===== config.mk =====
export PLATFORM = sky130hd
export DESIGN_NAME = alu_md_control
export DESIGN_NICKNAME = d
export VERILOG_FILES = /design/src/rtl/alu_md_control.sv
export SDC_FILE = /design/constraint.sdc
export NUM_CORES = 1
export LEC_CHECK = 0
export BUFFER_PORTS_ARGS = -buffer_cell sky130_fd_sc_hd__buf_2
export CORE_ASPECT_RATIO = 1.75
export CORE_MARGIN = 4
export CORE_UTILIZATION = 31
export CTS_CLUSTER_SIZE = 12
export DETAILED_ROUTE_END_ITERATION = 12
export GPL_TIMING_DRIVEN = 0
export HOLD_SLACK_MARGIN = 0.15
export PLACE_DENSITY = 0.55
export SLEW_MARGIN = 30
export SYNTH_ARGS = -nofsm -noshare
export SYNTH_HDL_FRONTEND = slang
export SYNTH_SLANG_ARGS = --single-unit

===== constraint.sdc =====
create_clock -name clk -period 4.6 [get_ports clk]
set_input_delay 0.46 -clock clk [delete_from_list [all_inputs] [get_ports clk]]
set_output_delay 0.46 -clock clk [all_outputs]
set_load 0.02 [all_outputs]

===== src/rtl/alu_md_control.sv =====
// ALU control decode plus an iterative multiply/divide sequencer that owns HI/LO.
// Optional feature macro ALU_MD_DIVZERO_FAST_EN: divide-by-zero completes one cycle after start.
module alu_md_control #(
    parameter int WIDTH = 32
) (
    input  logic             clk,
    input  logic             reset_n,
    input  logic [5:0]       funct,
    input  logic [2:0]       alu_op,
    input  logic [WIDTH-1:0] op_a,
    input  logic [WIDTH-1:0] op_b,
    input  logic             md_start,
    output logic [2:0]       alu_sel,
    output logic             brk,
    output logic [1:0]       hilo_sel,
    output logic             md_busy,
    output logic             md_done,
    output logic             div_zero,
    output logic [WIDTH-1:0] hi,
    output logic [WIDTH-1:0] lo
);
    localparam int CNT_W = $clog2(WIDTH) + 1;
    localparam logic [CNT_W-1:0] CNT_INIT = CNT_W'(WIDTH);
    localparam logic [CNT_W-1:0] CNT_LAST = CNT_W'(1);

    typedef enum logic [2:0] {S_IDLE, S_MUL, S_DIV, S_FIX, S_DONE} state_t;

    state_t               state_q, state_d;
    logic [CNT_W-1:0]     cnt_q, cnt_d;
    logic [2*WIDTH-1:0]   acc_q, acc_d;
    logic [WIDTH-1:0]     dvs_q, dvs_d;
    logic                 negRes_q, negRes_d;
    logic                 negRem_q, negRem_d;
    logic                 isDiv_q, isDiv_d;
    logic                 dz_q, dz_d;
    logic [WIDTH-1:0]     hi_q, hi_d;
    logic [WIDTH-1:0]     lo_q, lo_d;

    logic                 startReq;
    logic                 isSigned;
    logic                 isDivOp;
    logic                 bZero;
    logic [WIDTH-1:0]     aMag;
    logic [WIDTH-1:0]     bMag;
    logic [WIDTH:0]       mulSum;
    logic [WIDTH:0]       divTrial;
    logic [2*WIDTH-1:0]   fixProd;
    logic [WIDTH-1:0]     fixQuo;
    logic [WIDTH-1:0]     fixRem;

    always_comb begin
        alu_sel  = 3'b001;
        hilo_sel = 2'b00;
        case (alu_op)
            3'b000: alu_sel = 3'b001;
            3'b001: alu_sel = 3'b010;
            3'b011: alu_sel = 3'b011;
            3'b100: alu_sel = 3'b100;
            3'b101: alu_sel = 3'b111;
            3'b010: begin
                case (funct)
                    6'h20, 6'h21: alu_sel = 3'b001;
                    6'h22, 6'h23: alu_sel = 3'b010;
                    6'h24:        alu_sel = 3'b011;
                    6'h25:        alu_sel = 3'b100;
                    6'h26:        alu_sel = 3'b110;
                    6'h27:        alu_sel = 3'b101;
                    6'h2a:        alu_sel = 3'b111;
                    default:      alu_sel = 3'b000;
                endcase
                if (funct == 6'h10) hilo_sel = 2'b01;
                if (funct == 6'h12) hilo_sel = 2'b10;
            end
            default: alu_sel = 3'b001;
        endcase
    end

    assign brk = (funct == 6'h0d);

    // funct 18..1b: bit0 selects unsigned, bit1 selects divide
    assign startReq = md_start && (alu_op == 3'b010) && (funct[5:2] == 4'b0110);
    assign isSigned = ~funct[0];
    assign isDivOp  = funct[1];
    assign bZero    = (op_b == '0);
    assign aMag     = (isSigned && op_a[WIDTH-1]) ? -op_a : op_a;
    assign bMag     = (isSigned && op_b[WIDTH-1]) ? -op_b : op_b;

    assign mulSum   = {1'b0, acc_q[2*WIDTH-1:WIDTH]} + (acc_q[0] ? {1'b0, dvs_q} : '0);
    assign divTrial = acc_q[2*WIDTH-1:WIDTH-1] - {1'b0, dvs_q};

    assign fixProd  = negRes_q ? -acc_q : acc_q;
    assign fixQuo   = negRes_q ? -acc_q[WIDTH-1:0] : acc_q[WIDTH-1:0];
    assign fixRem   = negRem_q ? -acc_q[2*WIDTH-1:WIDTH] : acc_q[2*WIDTH-1:WIDTH];

    // Sequencer: accumulator holds {partial product, multiplier} or {remainder, quotient}
    always_comb begin
        state_d  = state_q;
        cnt_d    = cnt_q;
        acc_d    = acc_q;
        dvs_d    = dvs_q;
        negRes_d = negRes_q;
        negRem_d = negRem_q;
        isDiv_d  = isDiv_q;
        dz_d     = dz_q;
        hi_d     = hi_q;
        lo_d     = lo_q;
        case (state_q)
            S_IDLE: begin
                if (startReq) begin
                    cnt_d    = CNT_INIT;
                    acc_d    = {{WIDTH{1'b0}}, aMag};
                    dvs_d    = bMag;
                    negRes_d = isSigned && (op_a[WIDTH-1] ^ op_b[WIDTH-1]);
                    negRem_d = isSigned && op_a[WIDTH-1];
                    isDiv_d  = isDivOp;
                    dz_d     = isDivOp && bZero;
                    if (!isDivOp)
                        state_d = S_MUL;
`ifdef ALU_MD_DIVZERO_FAST_EN
                    else if (bZero)
                        state_d = S_DONE;
`endif
                    else
                        state_d = S_DIV;
                end
            end
            S_MUL: begin
                acc_d = {mulSum, acc_q[WIDTH-1:1]};
                cnt_d = cnt_q - CNT_LAST;
                if (cnt_q == CNT_LAST) state_d = S_FIX;
            end
            S_DIV: begin
                if (!divTrial[WIDTH])
                    acc_d = {divTrial[WIDTH-1:0], acc_q[WIDTH-2:0], 1'b1};
                else
                    acc_d = {acc_q[2*WIDTH-2:0], 1'b0};
                cnt_d = cnt_q - CNT_LAST;
                if (cnt_q == CNT_LAST) state_d = S_FIX;
            end
            S_FIX: begin
                state_d = S_DONE;
                if (!dz_q) begin
                    if (isDiv_q) begin
                        hi_d = fixRem;
                        lo_d = fixQuo;
                    end else begin
                        hi_d = fixProd[2*WIDTH-1:WIDTH];
                        lo_d = fixProd[WIDTH-1:0];
                    end
                end
            end
            S_DONE:  state_d = S_IDLE;
            default: state_d = S_IDLE;
        endcase
    end

    always_ff @(posedge clk or negedge reset_n) begin
        if (!reset_n) begin
            state_q  <= S_IDLE;
            cnt_q    <= '0;
            acc_q    <= '0;
            dvs_q    <= '0;
            negRes_q <= 1'b0;
            negRem_q <= 1'b0;
            isDiv_q  <= 1'b0;
            dz_q     <= 1'b0;
            hi_q     <= '0;
            lo_q     <= '0;
        end else begin
            state_q  <= state_d;
            cnt_q    <= cnt_d;
            acc_q    <= acc_d;
            dvs_q    <= dvs_d;
            negRes_q <= negRes_d;
            negRem_q <= negRem_d;
            isDiv_q  <= isDiv_d;
            dz_q     <= dz_d;
            hi_q     <= hi_d;
            lo_q     <= lo_d;
        end
    end

    assign md_busy  = (state_q == S_MUL) || (state_q == S_DIV) || (state_q == S_FIX);
    assign md_done  = (state_q == S_DONE);
    assign div_zero = (state_q == S_DONE) && dz_q;
    assign hi       = hi_q;
    assign lo       = lo_q;

endmodule


# ---- Word-level counts from Yosys, hierarchy flattened
# Cells that the tools add are included.
dict set report op_classes {
  add_sub_neg 8
  n_eq_ne 25
  n_mux 22
  bitwise_logic 3
  reduce_logical 21
}
# op count
set ops {}
lappend ops {{$mux W32} 7}
lappend ops {{$mux W64} 3}
lappend ops {{$pmux W64 S3} 1}
lappend ops {{$neg A32 Y32} 4}
lappend ops {{$neg A64 Y64} 1}
lappend ops {{$eq A6 B6 Y1 const B} 9}
lappend ops {{$add A32 B32 Y33} 1}
lappend ops {{$sub A33 B32 Y33} 1}
lappend ops {{$logic_not A32 Y1} 1}
lappend ops {{$pmux W3 S7} 1}
lappend ops {{$pmux W3 S5} 1}
lappend ops {{$eq A3 B2 Y1 const B} 4}
lappend ops {{$eq A6 B5 Y1 const B} 2}
lappend ops {{$pmux W6 S2} 1}
lappend ops {{$reduce_and A2 Y1} 5}
lappend ops {{$eq A3 B3 Y1 const B} 3}
lappend ops {{$pmux W3 S3} 1}
lappend ops {{$logic_and A1 B1 Y1} 7}
lappend ops {{$eq A3 B1 Y1 const B} 2}
lappend ops {{$eq A6 B1 Y1 const B} 1}
lappend ops {{$eq A6 B4 Y1 const B} 1}
lappend ops {{$mux W2} 3}
lappend ops {{$mux W3} 2}
lappend ops {{$mux W6} 1}
lappend ops {{other kinds (12)} 16}
dict set report word_totals {
  register_bits 173
  in_bits 76
  out_inout_bits 73
  word_cells 89
}

# ---- Depth between registers and ports, before layout
# Gate-level depths: netlist of run 1.
dict set report logic_depth {
  depth_word 5
  mapped_depth 14
  depth_no_buf 13
}

# ---- Least setup slack after synthesis of run 1
# OpenSTA, ideal clock, no wires.
dict set report synth_timing {
  kind {reg2reg}
  from {reg acc_q[31]}
  to {reg acc_q[56]}
  setup_ns 0.136
  arrival_ns 3.178
  t_required_ns 4.464
  setup_slack_ns 1.286
  path_stages_with_launch 15
  n_path_buf 1
  synth_period_minus_slack_ns 3.314
  cell_sequence {dfrtp_1 -> inv_1 -> ha_1 -> inv_1 -> fa_1 -> a21o_1 -> a22o_1 -> o22ai_1 -> a21oi_1 -> nor4b_1 -> xnor2_1 -> clkbuf_1 -> nor2_1 -> a221oi_1 -> o21ai_0}
}
dict set report synth_via {
  elab_chain_cells 3
}
# item line_no
set synth_lines {}
lappend synth_lines {{start: declaration} 30} ;# logic [2*WIDTH-1:0] acc_q, acc_d;
lappend synth_lines {{start signal: assignment} 161} ;# acc_q <= '0;
lappend synth_lines {{start signal: assignment} 172} ;# acc_q <= acc_d;
lappend synth_lines {{$sub A33 B32 Y33} 89} ;# assign divTrial = acc_q[2*WIDTH-1:WIDTH-1] - {1'b0, dvs_q};
lappend synth_lines {{$mux W64} 133} ;# if (!divTrial[WIDTH])
lappend synth_lines {{$pmux W64 S3} 107} ;# case (state_q)
# No other way between the ends.
# A chain may end at the register's enable or synchronous reset.

# ---- Final worst setup path of run 1
dict set report layout_timing {
  from {reg acc_q[0]}
  to {reg acc_q[59]}
}
dict set report layout_via {
  elab_chain_cells 3
}
# item line_no
set layout_lines {}
lappend layout_lines {{$mux W32} 88} ;# assign mulSum = {1'b0, acc_q[2*WIDTH-1:WIDTH]} + (acc_q[0] ? {1'b0, dvs_q} : '0);
lappend layout_lines {{$add A32 B32 Y33} 88}
lappend layout_lines {{$pmux W64 S3} 107}
# No other way between the ends.

==> flow_summary_export.csv, run 1 <==
group,metric,value,unit
final_layout,nets,2058,
sta,grt_setup_unrepaired,"false",
power_and_ir_drop,finalPower,10.8,mW
floorplanning,fp.dieArea,47900,sq um
worst_setup_path,timing.reg2reg.worst_path_depth,13,
worst_setup_path,r2r-start,"acc_q[0]",
grt,track_usage,20.8,%
worst_setup_path,ff2ff_setup_slack,0.30,ns
logic_synthesis,synth_fa_ha_area_share,6.66,%
sta,max_slew_margin,35.4,%
sta,fin_skew,0.0169,ns
floorplanning,ios,149,
cts,clk_path_buf_depth,2,
worst_setup_path,cp_slowest_cell,"dfrtp_1",
cts,numCtsBuffers,17,
logic_synthesis,yosysUniqueCellTypes,69,
detailed_routing,dr_total_vias,13500,
final_layout,area_delta_synth_final,15.7,%
place,pre_cts_slack,-0.0973,ns
sta,fmax,0.232,GHz
logic_synthesis,yosysSeqAreaShare,31.5,%
floorplanning,fp.dieW,167,um
logic_synthesis,synth_edf_count,0,
detailed_routing,met2_length,27600,um
detailed_routing,final_antenna_net_count,0,
logic_synthesis,synthArstFlopShare,100,%
floorplanning,die_h,287,um
logic_synthesis,synthCells,1738,
final_layout,drive_above_1_share,11.7,%
sta,whs,0.303,ns
detailed_routing,drt_iter0_drc,768,
logic_synthesis,syn_nets,1886,
place,place_congestion,0.935,
sta,hold_viol,0,
cts,clk_pin_slew,0.08,ns
cts,htreeDepth,4,
cts,clk_root_buffer_cell,"clkbuf_16",
sta,period_needed,4.30,ns
place,dpl.hpwl,41600,um
final_layout,fill_cells,4571,
grt,grt_pass1_wl,78200,um
sta,setup_tns,0,ns
logic_synthesis,synth_top_family_by_area,"compound AO/OA/AOI/OAI gates",
cts,cts_tree,"built",
detailed_routing,drcViolationCount,0,
detailed_routing,routed_wl,50700,um
sta,finalCritPeriodShare,93.5,%
worst_setup_path,cp.required,4.93,ns
cts,cts_sinks,173,
place,portBuffers,147,
detailed_routing,drt-met1-wl,18300,um
logic_synthesis,synth-xor-area-share,11.1,%
logic_synthesis,syn-cell-area,13800,sq um
worst_setup_path,cp_num_cells,13,
final_layout,final_cell_area,15900,sq um
power_and_ir_drop,p_leak,6.80,nW
worst_setup_path,path_delay_family,"compound AO/OA/AOI/OAI gates",
floorplanning,core,43600,sq um
worst_setup_path,cpMostUsedCell,"o21ai_0",
worst_setup_path,cp.arrival,4.63,ns
worst_hold_path,min_path_type,"in -> reg",
final_layout,regArea,4330,sq um
floorplanning,start_util,31.5,%
worst_setup_path,worstSetupStartpointType,"flop",
floorplanning,row_count,101,
sta,worstMarginPinSlew,0.961,ns
worst_setup_path,path_buf_inv,2,
logic_synthesis,avgSynthCellArea,7.91,sq um
logic_synthesis,synth-compound-area-share,24.6,%
detailed_routing,dr.max_layer_used,"met4",
worst_setup_path,crit_fanout,10,
worst_setup_path,cp_cell_sequence,"inv_1 -> buf_2 -> nor2_1 -> ha_1 -> a2111oi_1 -> o21ai_0 -> a31oi_1 -> o2111ai_1 -> nand2_1 -> o21ai_0 -> a221oi_1 -> xor2_1 -> o211ai_1",
sta,timing.final.ws_setup,0.299,ns
worst_setup_path,critPathMaxStageDelay,0.51,ns
worst_setup_path,critPathLaunch,"acc_q[0]",
detailed_routing,via_per_inst,5.42,
sta,setup_viol,0,
grt,grt_max_degree,81,
logic_synthesis,synth_ff_type,"dfrtp_1",
final_layout,multi_input_area,8780,sq um
logic_synthesis,synthMuxAreaShare,1.38,%
worst_setup_path,worst-setup-path-type,"reg -> reg",
grt,overflow,0,
place,dpl-instance-area,15300,sq um
final_layout,utilization,36.5,%
logic_synthesis,ys_ff_latch,173,
grt,grt_pass1_vias,13800,
cts,clk_latency,0.47,ns
detailed_routing,drtPass1Iterations,8,
sta,final-max-slew-violation-count,0,
logic_synthesis,yosys_warnings,0,
grt,antenna_found_initial,0,
worst_setup_path,cp-endpoint,"acc_q[59]",
place,place_inst,2456,
worst_setup_path,end_kind,"flop",
worst_setup_path,rr_endpoint,"acc_q[59]",
power_and_ir_drop,power-per-cell-area,678,nW/um^2
logic_synthesis,yosys.area_share.simple,19.8,%
detailed_routing,wl_met3,2040,um
outcome,status,"complete, no violations",
final_layout,final_cells,2490,
detailed_routing,routedWlPerCell,20.4,um
job,maxCapViolations,0,
power_and_ir_drop,ir_worst_vdd,0.327,mV
report_power, final:
group          leakage, nW  switching [mW]  total, mW  internal [mW]
Clock                0.291           0.756       1.49          0.733
Combinational         4.36            4.21       6.50           2.29
Sequential            2.15           0.689       2.80           2.11
timing repair:
item / CTS / global route
hold buffers: 1 / 0
endpoints found under the hold margin: 41 / 0
endpoints found under the setup margin: 8 / 20
gates resized for setup: 1 / 11
pin swaps: 0 / 0
setup buffers: 0 / 0
layout make-up:
cell class	count	area share, %
multi-input cells	1390	55.1
flip-flops and latches	173	27.2
repair buffers	153	5.23
well taps	566	4.45
plain buffers	111	2.77
clock buffers	17	2.67
inverters	64	1.51
clock inverters	15	1.01
diodes	1	0.0157
tightest hold or removal path, delay by kind of cell:
kind,cells,cell delay [ns]
buf+inv,1,0.10
xor+xnor,1,0.10
compound gates,1,0.06
worst min-delay path by stage:
stage | startpoint | to | slack (ns) | cells past startpoint
final | op_b[30] | dvs_q[30] | 0.30 | 3
after global routing | op_b[30] | dvs_q[30] | 0.32 | 3
after CTS | op_b[30] | dvs_q[30] | 0.29 | 3
after detailed placement | reset_n | hi[2] | 0.37 | 1
after global placement | lo[17] | lo[17] | 0.46 | 2
after floorplan | reset_n | acc_q[0] | 0.16 | 0
cells in the final DEF (no fill, tap or decap), types with 17 or more instances in the layout:
master     netlist  final
nand2_1        230    230
o21ai_0        207    207
dfrtp_1        173    173
buf_2            4    153
nor2_1         150    150
xnor2_1         97     97
a21oi_1         97     96
clkbuf_1        96     93
xor2_1          78     78
ha_1            70     70
inv_1           64     64
a221oi_1        31     31
nor3_1          29     28
a22oi_1         26     26
a21o_1          25     25
or3_1           23     23
o31ai_1         23     23
mux2i_1         19     19
a31oi_1         19     19
nand2b_1        18     18
nand3_1         18     18
nor4_1          18     17
nand4_1         17     17
clkbuf_16        0     17
synthesized netlist by cell type (4+ instances only):
cell / count / share of area, %
and2_1: 5 / 0.23
xnor2_1: 97 / 6.2
o41ai_1: 9 / 0.57
nand3b_1: 4 / 0.22
buf_2: 4 / 0.15
a311oi_1: 4 / 0.25
o22ai_1: 6 / 0.27
nor2_1: 150 / 4.1
o211ai_1: 16 / 0.87
o21ai_2: 7 / 0.45
nor2b_1: 8 / 0.36
a221oi_1: 31 / 2.0
o21bai_1: 7 / 0.38
or4_1: 15 / 0.82
nor3_1: 29 / 1.1
inv_1: 64 / 1.7
nand2_1: 230 / 6.3
buf_1: 9 / 0.25
xor2_1: 78 / 5.0
nand2b_1: 18 / 0.82
mux2i_1: 19 / 1.4
o21ai_0: 207 / 7.5
nor3b_1: 6 / 0.33
ha_1: 70 / 6.4
o31a_1: 4 / 0.25
clkbuf_1: 96 / 2.6
a21o_1: 25 / 1.4
or2_2: 8 / 0.36
nor4_1: 18 / 0.82
and3_1: 13 / 0.59
dfrtp_1: 173 / 31
a22oi_1: 26 / 1.4
o31ai_1: 23 / 1.3
a21oi_1: 97 / 3.5
nand4_1: 17 / 0.77
a211oi_1: 9 / 0.49
o221ai_1: 5 / 0.32
o21a_1: 8 / 0.44
or3_1: 23 / 1.0
o21ai_1: 16 / 0.58
a31oi_1: 19 / 0.86
nand3_1: 18 / 0.66
sequential cells by signal (all words and copies together) (netlist names), 3 cells and up:
register  count
acc_q        64
cnt_q         6
dvs_q        32
hi           32
lo           32
state_q       3
logic make-up (layout without fill, tap and decap cells):
logic type | after synthesis | count (layout)
simple gates | 578 | 578
mux | 19 | 19
fa+ha+maj | 72 | 72
flops | 173 | 173
buf+inv | 175 | 360
compound gates | 546 | 546
other cells | 0 | 1
xor+xnor | 175 | 175
per-layer routing:
metal	global-route usage (%)	up-vias
li1	-	6580
met3	3.00	121
met4	11.0	0
met5	0	-
met1	21.2	6435
met2	40.2	349
No activity file was read; power rests on OpenSTA's default activity.
==> inputs of run 2 (changes only) <==
- CORE_UTILIZATION: 31 -> 50
- PLACE_DENSITY: 0.55 -> 0.77
==> run 2 against run 1 <==
Final cell count shrank 8.1%. Global-route usage is 9.6 points higher. Register-to-register slack got worse by 0.17 ns. Setup slack got worse by 0.17 ns. Largest cell class unchanged. Largest power group unchanged.
==> flow_summary_export.csv, run 2 (synthesized netlist as in run 1, its figures left out) <==
group,metric,value,unit
power_and_ir_drop,seqPwrFrac,26.4,%
power_and_ir_drop,ir_worst_vdd,0.359,mV
worst_setup_path,cp_slowest_cell,"nor4b_1",
cts,clk_root_buffer_cell,"clkbuf_16",
worst_setup_path,cp_num_cells,13,
final_layout,drive_above_1_share,11.6,%
worst_setup_path,cp.required,4.97,ns
detailed_routing,drcViolationCount,0,
final_layout,mostFrequentLayoutCells,"230 x nand2_1, 207 x o21ai_0, 173 x dfrtp_1",
cts,htreeDepth,4,
final_layout,mostFrequentLayoutCell,"nand2_1",
worst_setup_path,timing.reg2reg.worst_path_depth,13,
grt,grt_max_degree,74,
place,place_congestion,0.994,
power_and_ir_drop,power.internal,5.13,mW
worst_setup_path,crit_fanout,10,
sta,grt_setup_unrepaired,"false",
final_layout,final_cell_area,15600,sq um
worst_setup_path,path_buf_inv,3,
detailed_routing,drt_iter0_drc,988,
grt,antenna_found_initial,0,
floorplanning,fp.dieW,133,um
worst_hold_path,min_path_type,"in -> reg",
power_and_ir_drop,power-per-cell-area,677,nW/um^2
worst_setup_path,cp-endpoint,"acc_q[60]",
sta,finalCritPeriodShare,97.2,%
sta,fmax,0.224,GHz
worst_setup_path,cp.arrival,4.84,ns
floorplanning,core,27200,sq um
power_and_ir_drop,p_leak,6.76,nW
sta,worstMarginPinSlew,1.03,ns
floorplanning,ios,149,
sta,setup_viol,0,
cts,clk_latency,0.46,ns
grt,grt_pass1_vias,13900,
power_and_ir_drop,switching_share,51.5,%
floorplanning,row_count,80,
cts,postCtsSetupRepairBufs,0,
final_layout,regArea,4330,sq um
sta,max_slew_margin,31.4,%
power_and_ir_drop,finalPower,10.6,mW
grt,grt_pass1_wl,72000,um
detailed_routing,routedWlPerCell,20.3,um
power_and_ir_drop,clkPwrFrac,13.2,%
final_layout,fill_cells,2629,
detailed_routing,dr_total_vias,13900,
worst_setup_path,end_kind,"flop",
floorplanning,start_util,50.5,%
detailed_routing,final_antenna_net_count,0,
worst_setup_path,worst-setup-path-type,"reg -> reg",
final_layout,area_delta_synth_final,13.7,%
final_layout,top_register,"acc_q",
final_layout,largest_reg_flops,64,
floorplanning,die_h,227,um
cts,clk_pin_slew,0.07,ns
cts,cts_sinks,173,
outcome,status,"complete, no violations",
grt,overflow,0,
sta,hold_viol,0,
sta,setup_tns,0,ns
sta,fin_skew,0.00793,ns
worst_setup_path,r2r-start,"acc_q[31]",
worst_setup_path,critPathLaunch,"acc_q[31]",
worst_setup_path,critPathMaxStageDelay,0.58,ns
worst_setup_path,cp_cell_sequence,"inv_1 -> ha_1 -> inv_1 -> fa_1 -> a21o_1 -> a22o_1 -> o22ai_1 -> a21oi_1 -> nor4b_1 -> xnor2_1 -> clkbuf_1 -> nand2_1 -> o211ai_1",
grt,track_usage,30.3,%
power_and_ir_drop,p_comb_share,60.3,%
place,dpl-instance-area,15000,sq um
worst_setup_path,cpMostUsedCell,"inv_1",
detailed_routing,routed_wl,46400,um
final_layout,nets,2056,
floorplanning,fp.dieArea,30300,sq um
place,portBuffers,147,
worst_setup_path,worstSetupStartpointType,"flop",
sta,final-max-slew-violation-count,0,
detailed_routing,via_per_inst,6.07,
cts,cts_tree,"built",
final_layout,multi_input_area,8800,sq um
worst_setup_path,path_delay_family,"compound AO/OA/AOI/OAI gates",
cts,clk_path_buf_depth,2,
sta,period_needed,4.47,ns
worst_setup_path,ff2ff_setup_slack,0.13,ns
job,maxCapViolations,0,
place,dpl.hpwl,37500,um
final_layout,antennaDiodeCount,0,
cts,numCtsBuffers,17,
detailed_routing,drtPass1Iterations,6,
worst_setup_path,rr_endpoint,"acc_q[60]",
final_layout,utilization,57.4,%
power_and_ir_drop,p_switching,5.46,mW
[run 2: cell count changes in the layout (fill, tap and decap cells not counted), sizes merged]
| cell | change |
|---|---|
| clkinv | +1 |
| bufinv | +1 |
| clkdlybuf4s15 | +1 |
| inv | -8 |
| clkinvlp | +4 |
| buf | -3 |
| diode | -1 |
| clkbuf | +1 |
[run 2: how the worst min path moves through the flow]
stage / startpoint / endpoint / slack [ns] / cells after the start
floorplan: reset_n / acc_q[0] / 0.16 / 0
global placement: lo[17] / lo[17] / 0.46 / 2
detailed placement: reset_n / lo[30] / 0.37 / 1
CTS: op_b[27] / dvs_q[27] / 0.29 / 3
global route: op_b[27] / dvs_q[27] / 0.31 / 3
finish: op_b[27] / dvs_q[27] / 0.30 / 3
[run 2: cell type report]
type	instances	area share, %
multi-input combinational	1390	56.3
clock inverter	13	0.736
clock buffer	18	2.74
buffer	111	2.86
sequential	173	27.7
tap	369	2.95
timing repair buffer	151	5.22
inverter	64	1.54
[run 2: what timing repair did]
action | in CTS | in global routing
hold endpoints to repair | 44 | 0
setup endpoints to repair | 9 | 14
resized for setup | 5 | 7
hold buffers | 1 | 0
[run 2: worst reg2reg max path: cells and delay by family, from the launching register on]
kind | cells | cell delay (ns)
flip-flops | 1 | 0.46
AO/OA/AOI/OAI | 5 | 1.31
adder cells (fa/ha/maj) | 2 | 0.59
buffers and inverters | 3 | 0.73
XOR/XNOR | 1 | 0.39
AND/OR/NAND/NOR | 2 | 0.89
[run 2: metrics by stage]
step           std cells  worst slack, ns  hold WS [ns]
5_1_grt             2289           0.0188         0.306
6_report            2289            0.131         0.295
3_5_place_dp        2257           -0.513         0.370
2_1_floorplan       1738             1.29         0.164
4_1_cts             2289           0.0832         0.288
3_3_place_gp        2254           -0.521         0.456
[run 2: layer usage]
metal / wire length, um / track usage [%] / vias to the layer above
li1: - / - / 6577
met1: 16000 / 29.9 / 6551
met2: 24400 / 57.2 / 576
met3: 2210 / 3.58 / 188
met4: 3740 / 23.5 / 0
met5: 0 / 0 / -
[run 2: power by group through the flow]
| stage | clock network, mW | logic [mW] | registers, mW |
|---|---|---|---|
| final | 1.40 | 6.39 | 2.80 |
| after floorplan | 0 | 4.21 | 2.86 |
| after global routing | 1.47 | 7.00 | 2.86 |
| after CTS | 1.41 | 6.32 | 2.77 |
| after global placement | 0 | 6.17 | 2.77 |
| after detailed placement | 0 | 6.28 | 2.80 |
